==> config.mk <==
export PLATFORM = sky130hd
export DESIGN_NAME = avalon_burst_arbiter
export DESIGN_NICKNAME = d
export VERILOG_FILES = /design/src/rtl/avalon_arb_pkg.sv /design/src/rtl/avalon_arb_pending_counter.sv /design/src/rtl/avalon_burst_arbiter.sv
export SDC_FILE = /design/constraint.sdc
export NUM_CORES = 1
export LEC_CHECK = 0
export CORE_AREA = 2 2 98 100
export CTS_CLUSTER_DIAMETER = 40
export DETAILED_ROUTE_END_ITERATION = 10
export DIE_AREA = 0 0 100 102
export PLACE_DENSITY_LB_ADDON = 0.2
export SLEW_MARGIN = 0
export SYNTH_ARGS = -nofsm -noshare
export SYNTH_HDL_FRONTEND = slang
export SYNTH_SLANG_ARGS = --single-unit
==> constraint.sdc <==
create_clock -name clk -period 2.6 [get_ports clk]
set_clock_uncertainty 0.15 [all_clocks]
set_input_delay 0.52 -clock clk [delete_from_list [all_inputs] [get_ports clk]]
set_output_delay 0.52 -clock clk [all_outputs]
set_load 0.02 [all_outputs]
==> src/rtl/avalon_arb_pkg.sv <==
// Shared types for the Avalon burst arbiter.
// Grant states and the default read-beat limit.
package avalon_arb_pkg;

    typedef enum logic [1:0] {
        IDLE,
        GNT_RD,
        GNT_WR
    } gnt_state_e;

    localparam int MAX_PENDING_DEF = 16;

endpackage

==> src/rtl/avalon_arb_pending_counter.sv <==
// Outstanding read-beat counter for the Avalon burst arbiter.
// Adds a burst on each accepted read, drops one per returned beat.
module avalon_arb_pending_counter #(
    parameter int BURST_WIDTH       = 4,
    parameter int MAX_PENDING_BEATS = 16
) (
    input  logic                                 clk,
    input  logic                                 reset,
    input  logic                                 inc_i,
    input  logic [BURST_WIDTH-1:0]               burst_i,
    input  logic                                 dec_i,
    output logic [$clog2(MAX_PENDING_BEATS):0]   count_o
);

    localparam int CW = $clog2(MAX_PENDING_BEATS) + 1;

    logic [CW-1:0] count_q, count_d;
    logic [CW-1:0] add_beats, sub_beats;

    always_comb begin
        add_beats = '0;
        sub_beats = '0;
        if (inc_i) begin
            add_beats = (burst_i == '0) ? CW'(1) : CW'(burst_i);
        end
        // A stray returned beat never wraps the count below zero
        if (dec_i && (count_q != '0)) begin
            sub_beats = CW'(1);
        end
        count_d = count_q + add_beats - sub_beats;
    end

    always_ff @(posedge clk or negedge reset) begin
        if (!reset) begin
            count_q <= '0;
        end else begin
            count_q <= count_d;
        end
    end

    assign count_o = count_q;

endmodule

==> src/rtl/avalon_burst_arbiter.sv <==
// Two-client Avalon-MM burst arbiter: one read client, one write client,
// round-robin grant onto a shared master with a read-beat credit limit.
module avalon_burst_arbiter
    import avalon_arb_pkg::*;
#(
    parameter int ADDRESS_WIDTH     = 32,
    parameter int DATA_WIDTH        = 32,
    parameter int BYTE_ENABLE_WIDTH = 4,
    parameter int BURST_WIDTH       = 4,
    parameter int MAX_PENDING_BEATS = MAX_PENDING_DEF
) (
    input  logic                         clk,
    input  logic                         reset,
    input  logic [ADDRESS_WIDTH-1:0]     rd_address,
    input  logic                         rd_read,
    input  logic [BURST_WIDTH-1:0]       rd_burstcount,
    output logic                         rd_waitrequest,
    output logic                         rd_readdatavalid,
    output logic [DATA_WIDTH-1:0]        rd_readdata,
    input  logic [ADDRESS_WIDTH-1:0]     wr_address,
    input  logic                         wr_write,
    input  logic [DATA_WIDTH-1:0]        wr_writedata,
    input  logic [BYTE_ENABLE_WIDTH-1:0] wr_byteenable,
    input  logic [BURST_WIDTH-1:0]       wr_burstcount,
    output logic                         wr_waitrequest,
    output logic [ADDRESS_WIDTH-1:0]     m_address,
    output logic                         m_read,
    output logic                         m_write,
    output logic [BURST_WIDTH-1:0]       m_burstcount,
    output logic [DATA_WIDTH-1:0]        m_writedata,
    output logic [BYTE_ENABLE_WIDTH-1:0] m_byteenable,
    input  logic                         m_waitrequest,
    input  logic                         m_readdatavalid,
    input  logic [DATA_WIDTH-1:0]        m_readdata
);

    localparam int CW = $clog2(MAX_PENDING_BEATS) + 1;

    gnt_state_e             state_q, state_d;
    logic                   last_rd_q, last_rd_d;
    logic                   started_q, started_d;
    logic [BURST_WIDTH-1:0] beat_q, beat_d;
    logic [BURST_WIDTH-1:0] rem;
    logic [BURST_WIDTH-1:0] rd_bc_eff, wr_bc_eff;
    logic [CW-1:0]          pend_cnt;
    logic [31:0]            rd_need;
    logic                   rd_fits, rd_acc, wr_acc;

    assign rd_bc_eff = (rd_burstcount == '0) ? BURST_WIDTH'(1) : rd_burstcount;
    assign wr_bc_eff = (wr_burstcount == '0) ? BURST_WIDTH'(1) : wr_burstcount;
    assign rd_need   = 32'(pend_cnt) + 32'(rd_bc_eff);
    assign rd_fits   = rd_read && (rd_need <= 32'(MAX_PENDING_BEATS));
    assign rd_acc    = (state_q == GNT_RD) && rd_read && !m_waitrequest;
    assign wr_acc    = (state_q == GNT_WR) && wr_write && !m_waitrequest;

    assign rd_readdatavalid = m_readdatavalid;
    assign rd_readdata      = m_readdata;

    avalon_arb_pending_counter #(
        .BURST_WIDTH      (BURST_WIDTH),
        .MAX_PENDING_BEATS(MAX_PENDING_BEATS)
    ) u_pend (
        .clk    (clk),
        .reset  (reset),
        .inc_i  (rd_acc),
        .burst_i(rd_burstcount),
        .dec_i  (m_readdatavalid),
        .count_o(pend_cnt)
    );

    always_comb begin
        state_d        = state_q;
        last_rd_d      = last_rd_q;
        started_d      = started_q;
        beat_d         = beat_q;
        rem            = started_q ? beat_q : wr_bc_eff;
        m_address      = '0;
        m_read         = 1'b0;
        m_write        = 1'b0;
        m_burstcount   = '0;
        m_writedata    = '0;
        m_byteenable   = '0;
        rd_waitrequest = 1'b1;
        wr_waitrequest = 1'b1;
        unique case (state_q)
            IDLE: begin
                // A read that would overrun the credit limit yields to write
                if (rd_fits && (!wr_write || !last_rd_q)) begin
                    state_d   = GNT_RD;
                    last_rd_d = 1'b1;
                end else if (wr_write) begin
                    state_d   = GNT_WR;
                    last_rd_d = 1'b0;
                    started_d = 1'b0;
                    beat_d    = '0;
                end
            end
            GNT_RD: begin
                m_address      = rd_address;
                m_read         = rd_read;
                m_burstcount   = rd_burstcount;
                rd_waitrequest = m_waitrequest;
                if (rd_acc) begin
                    state_d = IDLE;
                end
            end
            GNT_WR: begin
                m_address      = wr_address;
                m_write        = wr_write;
                m_burstcount   = wr_burstcount;
                m_writedata    = wr_writedata;
                m_byteenable   = wr_byteenable;
                wr_waitrequest = m_waitrequest;
                if (wr_acc) begin
                    beat_d    = rem - BURST_WIDTH'(1);
                    started_d = 1'b1;
                    if (beat_d == '0) begin
                        state_d   = IDLE;
                        started_d = 1'b0;
                    end
                end
            end
            default: state_d = IDLE;
        endcase
    end

    always_ff @(posedge clk or negedge reset) begin
        if (!reset) begin
            state_q   <= IDLE;
            last_rd_q <= 1'b0;
            started_q <= 1'b0;
            beat_q    <= '0;
        end else begin
            state_q   <= state_d;
            last_rd_q <= last_rd_d;
            started_q <= started_d;
            beat_q    <= beat_d;
        end
    end

endmodule
**Word-level counts from Yosys, hierarchy flattened**

Index checks and enable logic that the tools add are counted.

- Register bits after elaboration: 13
- Output and inout bits: 109
- Logic and storage cells: 69

- $add $sub $neg: 4
- Order comparisons: 1
- Equal/unequal tests: 8
- Muxes and demuxes: 30
- Reductions and logical operators: 21

Operator list:

| operator | number |
|---|---|
| 32-bit case mux with 2 select lines | 1 |
| 32-bit 2-to-1 mux | 1 |
| 4-bit 2-to-1 mux | 8 |
| 4-bit case mux with 2 select lines | 2 |
| 4-bit zero test | 3 |
| 1-bit 2-to-1 mux | 10 |
| 2-bit 2-to-1 mux | 5 |
| 2-bit != test, second input constant | 4 |
| 4-bit AND reduction | 2 |
| 1-bit logical AND | 7 |
| 5-bit by 4-bit adder with 6-bit output | 1 |
| 6-bit by 5-bit <= comparator with 1-bit output, second input constant | 1 |
| 2-bit case mux with 3 select lines | 1 |
| 5-bit adder | 1 |
| 5-bit 2-to-1 mux | 1 |
| 5-bit nonzero test | 1 |
| 5-bit by 1-bit subtractor with 5-bit output | 1 |
| 2-bit nonzero test | 2 |
| 4-bit by 1-bit subtractor with 4-bit output, second input constant | 1 |
| 1-bit zero test | 3 |
| 3-bit != test, second input constant | 1 |
| 2-bit by 1-bit equality test with 1-bit output, second input constant | 1 |
| 2-bit equality test, second input constant | 1 |
| 2-bit zero test | 1 |
| 4 further kinds | 4 |

**Logic depth before layout (Yosys ltp)**

Gate-level depths: netlist of run 1.

- Word-level depth: 8
- Gate-level depth with buffers: 12

**Modules after synthesis**

Synthesis of run 1 repeated with hierarchy kept, for this count alone.

- Cell total of the unflattened synthesis: 296
- Area, all modules: 2237.1 µm²

Modules (own cells, without submodules):

| module | times used | cells each | area each (µm²) |
|---|---|---|---|
| avalon_burst_arbiter | 1 | 253 | 1838.0 |
| avalon_arb_pending_counter | 1 | 43 | 399.1 |

**Worst setup path after synthesis of run 1**

Ideal clock, no wire load.

- Path kind: input to register
- Start: in rd_burstcount[2]
- End: reg beat_q[1]
- Setup time: 125 ps
- Data arrival time: 2671 ps
- Path slack: -346 ps
- Stages: 10
- Cells stage by stage: nor3_1 -> or2_2 -> ha_1 -> fa_1 -> xnor2_1 -> nor4b_1 -> o2bb2ai_1 -> o211ai_4 -> and2_4 -> mux2_4

- Cells in the longest elaborated chain, start to end: 8

RTL lines:

| item | RTL line | source |
|---|---|---|
| from (decl) | avalon_burst_arbiter.sv:16 | `input logic [BURST_WIDTH-1:0] rd_burstcount,` |
| 4-bit zero test | avalon_burst_arbiter.sv:49 | `assign rd_bc_eff = (rd_burstcount == '0) ? BURST_WIDTH'(1) : rd_burstcount;` |
| 4-bit 2-to-1 mux * | avalon_burst_arbiter.sv:49 |  |
| 5-bit by 4-bit adder with 6-bit output * | avalon_burst_arbiter.sv:51 | `assign rd_need = 32'(pend_cnt) + 32'(rd_bc_eff);` |
| 6-bit by 5-bit <= comparator with 1-bit output * | avalon_burst_arbiter.sv:52 | `assign rd_fits = rd_read && (rd_need <= 32'(MAX_PENDING_BEATS));` |
| 1-bit logical AND * | avalon_burst_arbiter.sv:52 |  |
| 1-bit logical AND * | avalon_burst_arbiter.sv:88 | `if (rd_fits && (!wr_write \|\| !last_rd_q)) begin` |
| 2-bit != test (no source line) * | -- |  |
| 4-bit AND reduction (no source line) * | -- |  |
| to (signal assigned) | avalon_burst_arbiter.sv:137 | `beat_q <= beat_d;` |
| to (decl) | avalon_burst_arbiter.sv:42 | `logic [BURST_WIDTH-1:0] beat_q, beat_d;` |

Mark *: on every way between the ends. The rest lies on a longest branch, timed or not.
A chain may end at the register's enable or synchronous reset.

**Final worst setup path of run 1**

- Start: in rd_burstcount[0]
- End: reg beat_q[1]

Same word-level chain as after synthesis.

==> results of run 1 <==
==> layer usage <==
metal,wire length (um),vias up,GRT usage [%],part of all wire [%]
li1,-,1356,-,-
met1,4202,1270,24.55,41
met2,4965,117,31.13,49
met3,855,20,4.651,8.4
met4,178,2,3.477,1.7
met5,16,-,0,0.16
==> tightest hold or removal path: cells and delay by family (launching register included) <==
| kind | cells | cell delay (ps) |
|---|---|---|
| flops | 1 | 340 |
| compound gates | 1 | 80 |
| simple gates | 1 | 60 |
==> logic make-up after synthesis <==
logic type / synth area share (%)
AND/OR/NAND/NOR: 28.43
buffers and inverters: 18.38
AO/OA/AOI/OAI: 23.65
adder cells (fa/ha/maj): 11.22
flip-flops: 14.44
XOR/XNOR: 2.332
multiplexers: 1.555
==> power breakdown <==
| group | internal, mW | total [mW] | switching, mW |
|---|---|---|---|
| Combinational | 1.86 | 3.88 | 2.02 |
| Sequential | 0.303 | 0.404 | 0.100 |
| Clock | 0.106 | 0.190 | 0.0839 |
==> flip-flops by register name, summed over array words and instances, names as in the netlist <==
name,cells
u_pend.count_o,5
last_rd_q,1
state_q,2
started_q,1
beat_q,4
==> synth_stat cells, types with 3 or more instances <==
| cell type | n |
|---|---|
| nor3_1 | 3 |
| nor2b_1 | 36 |
| buf_4 | 33 |
| o21ai_0 | 11 |
| dfrtp_1 | 13 |
| ha_1 | 17 |
| nor2_1 | 9 |
| xnor2_1 | 4 |
| a22oi_1 | 37 |
| and2_1 | 38 |
| nand2_1 | 7 |
| a21oi_1 | 4 |
| inv_1 | 26 |
| clkbuf_1 | 15 |
==> layout make-up <==
type,count,area share [%]
tap,111,3.131
inverter,26,2.200
clock inverter,1,0.1128
clock buffer,3,0.9309
sequential,13,7.334
antenna,1,0.05642
multi-input combinational,207,36.59
timing repair buffer,232,49.65
==> repair_timing <==
item / 4_1_cts / 5_1_grt
setup endpoints to repair: 82 / 19
pin swaps: 10 / 9
gates resized for setup: 102 / 25
buffers inserted: 0 / 2
==> path summary, 6_finish.rpt <==
check	slack (ps)	startpoint	cells past startpoint	to
max	-20	rd_burstcount[0]	10	beat_q[1]$_DFFE_PN0P_
min	360	last_rd_q$_DFFE_PN0P_	2	last_rd_q$_DFFE_PN0P_
max reg2reg	130	u_pend.count_o[0]$_DFF_PN0_	8	beat_q[1]$_DFFE_PN0P_
min reg2reg	360	last_rd_q$_DFFE_PN0P_	2	last_rd_q$_DFFE_PN0P_
max in group asynchronous	1330	reset	1	state_q[0]$_DFFE_PN0P_
min in group asynchronous	530	reset	1	last_rd_q$_DFFE_PN0P_
==> flow_summary.ini, run 1 <==
[place]
gp_congestion = 0.8103
post-dp-hpwl_mm = 8.683
port_buffers = 190
dp.cells = 587
place_ws_ps = -725.4
placed_area_mm2 = 0.004360

[floorplan]
die_area_mm2 = 0.01020
fp.dieW_um = 100
initial_core_util_pct = 24.74
core_mm2 = 0.009109
io_pins = 255
fp.dieH_um = 102
std_cell_rows = 35

[timing]
rsz0062_at_grt = yes
min_period_ps = 2618
holdWs_ps = 357.5
worstMarginPinSlew_ps = 680.7
setup_viol = 1
tns_ps = -17.93
fmax_ghz = 0.3820
slew_violations = 0
maxSlewHeadroom_pct = 54.48
hold_viol = 0
fin_crit_sh_pct = 100.7
finalWorstSetupSlack_ps = -17.93

[critical_path]
path_cells = buf_6 -> or2_4 -> ha_4 -> fa_2 -> nor3_2 -> o211ai_1 -> o31ai_2 -> o211ai_4 -> and2_4 -> mux2_4
required_ps = 2590
slowest_stage = fa_2
crit_fanout = 4
cp_data_arrival_time_ps = 2610
critPathKind = in2reg
end_kind = flop
crit_path_max_incr_delay_ps = 570
crit_buf_inv = 1
cp-start-kind = input port
critPathTopFamily = adder cells

[power_and_ir_drop]
p_leak_nw = 2.107
power.density_mw_per_mm2 = 1008
power_mw = 4.473
peakVddDrop_mv = 0.4930

[cts]
ctsHoldBuffers = 0
cts.path.max_buffers = 2
cts_tree = yes
path_clk_slew_ps = 70
cts.htree.levels = 1
cts_sinks = 13
clockRootBuffer = clkbuf_8
cts_buffers = 3
clock_latency_ps = 250

[final_layout]
mostFrequentLayoutCells = 110 x clkdlybuf4s50_1, 63 x dlygate4sd2_1, 38 x and2_1
multi_input_comb_area_mm2 = 0.001623
layout-drive-gt1-share_pct = 16.18
design_area_mm2 = 0.004436
nets = 648
n_fill_cell = 921
final_common_cell = clkdlybuf4s50_1
final_cell_count_no_fill = 594
final_core_util_pct = 48.70
register_area_um2 = 325.3
synthToLayoutAreaGrowth_pct = 96.83

[yosys]
ys_ff_latch = 13
ys_seq_area_share_pct = 14.44
syn_area_mm2 = 0.002253
yosys_warnings = 0
synth_top_area_share_pct = 14.44
synthTopCellsByArea = dfrtp_1 14%, a22oi_1 12%, buf_4 11%, and2_1 11%, nor2b_1 10%
synth_edf_count = 0
yosys_most_used_dff = dfrtp_1
synthArstFlopShare_pct = 100.0
ys_types = 47
syn_inst = 297
avgSynthCellArea_um2 = 7.587
syn_nets = 462
synth_top_cell_by_area = dfrtp_1

[job]
cap_violations = 0

[routing]
firstDrtPassIters = 4
wl_per_cell_um = 17.20
routed_wl_mm = 10.22
vias = 2765
dr.first_iter.drc_count = 80
ant_nets = 0
vias_per_cell = 4.655
drc = 0

[grt]
grt_overflow = 0
antenna_found_initial = 3
grt_pass1_wl_mm = 14.81
grt_pass1_vias = 2678
grtUsageTotal_pct = 18.58
grt_start_max_net_pins = 41

[run_status]
violations = negative setup slack
outcome = finished with violations

[min_path]
min_path_type = reg2reg
Note: power is estimated with default switching activity, not from simulation.
==> run 2: changes to the inputs <==
--- a/config.mk
+++ b/config.mk
@@ -5,6 +5,7 @@
 export SDC_FILE = /design/constraint.sdc
 export NUM_CORES = 1
 export LEC_CHECK = 0
+export CAP_MARGIN = 10
 export CORE_AREA = 2 2 98 100
 export CTS_CLUSTER_DIAMETER = 40
 export DETAILED_ROUTE_END_ITERATION = 10
==> results of run 2 <==
Final layout, timing and power as in run 1 (identical DEF).
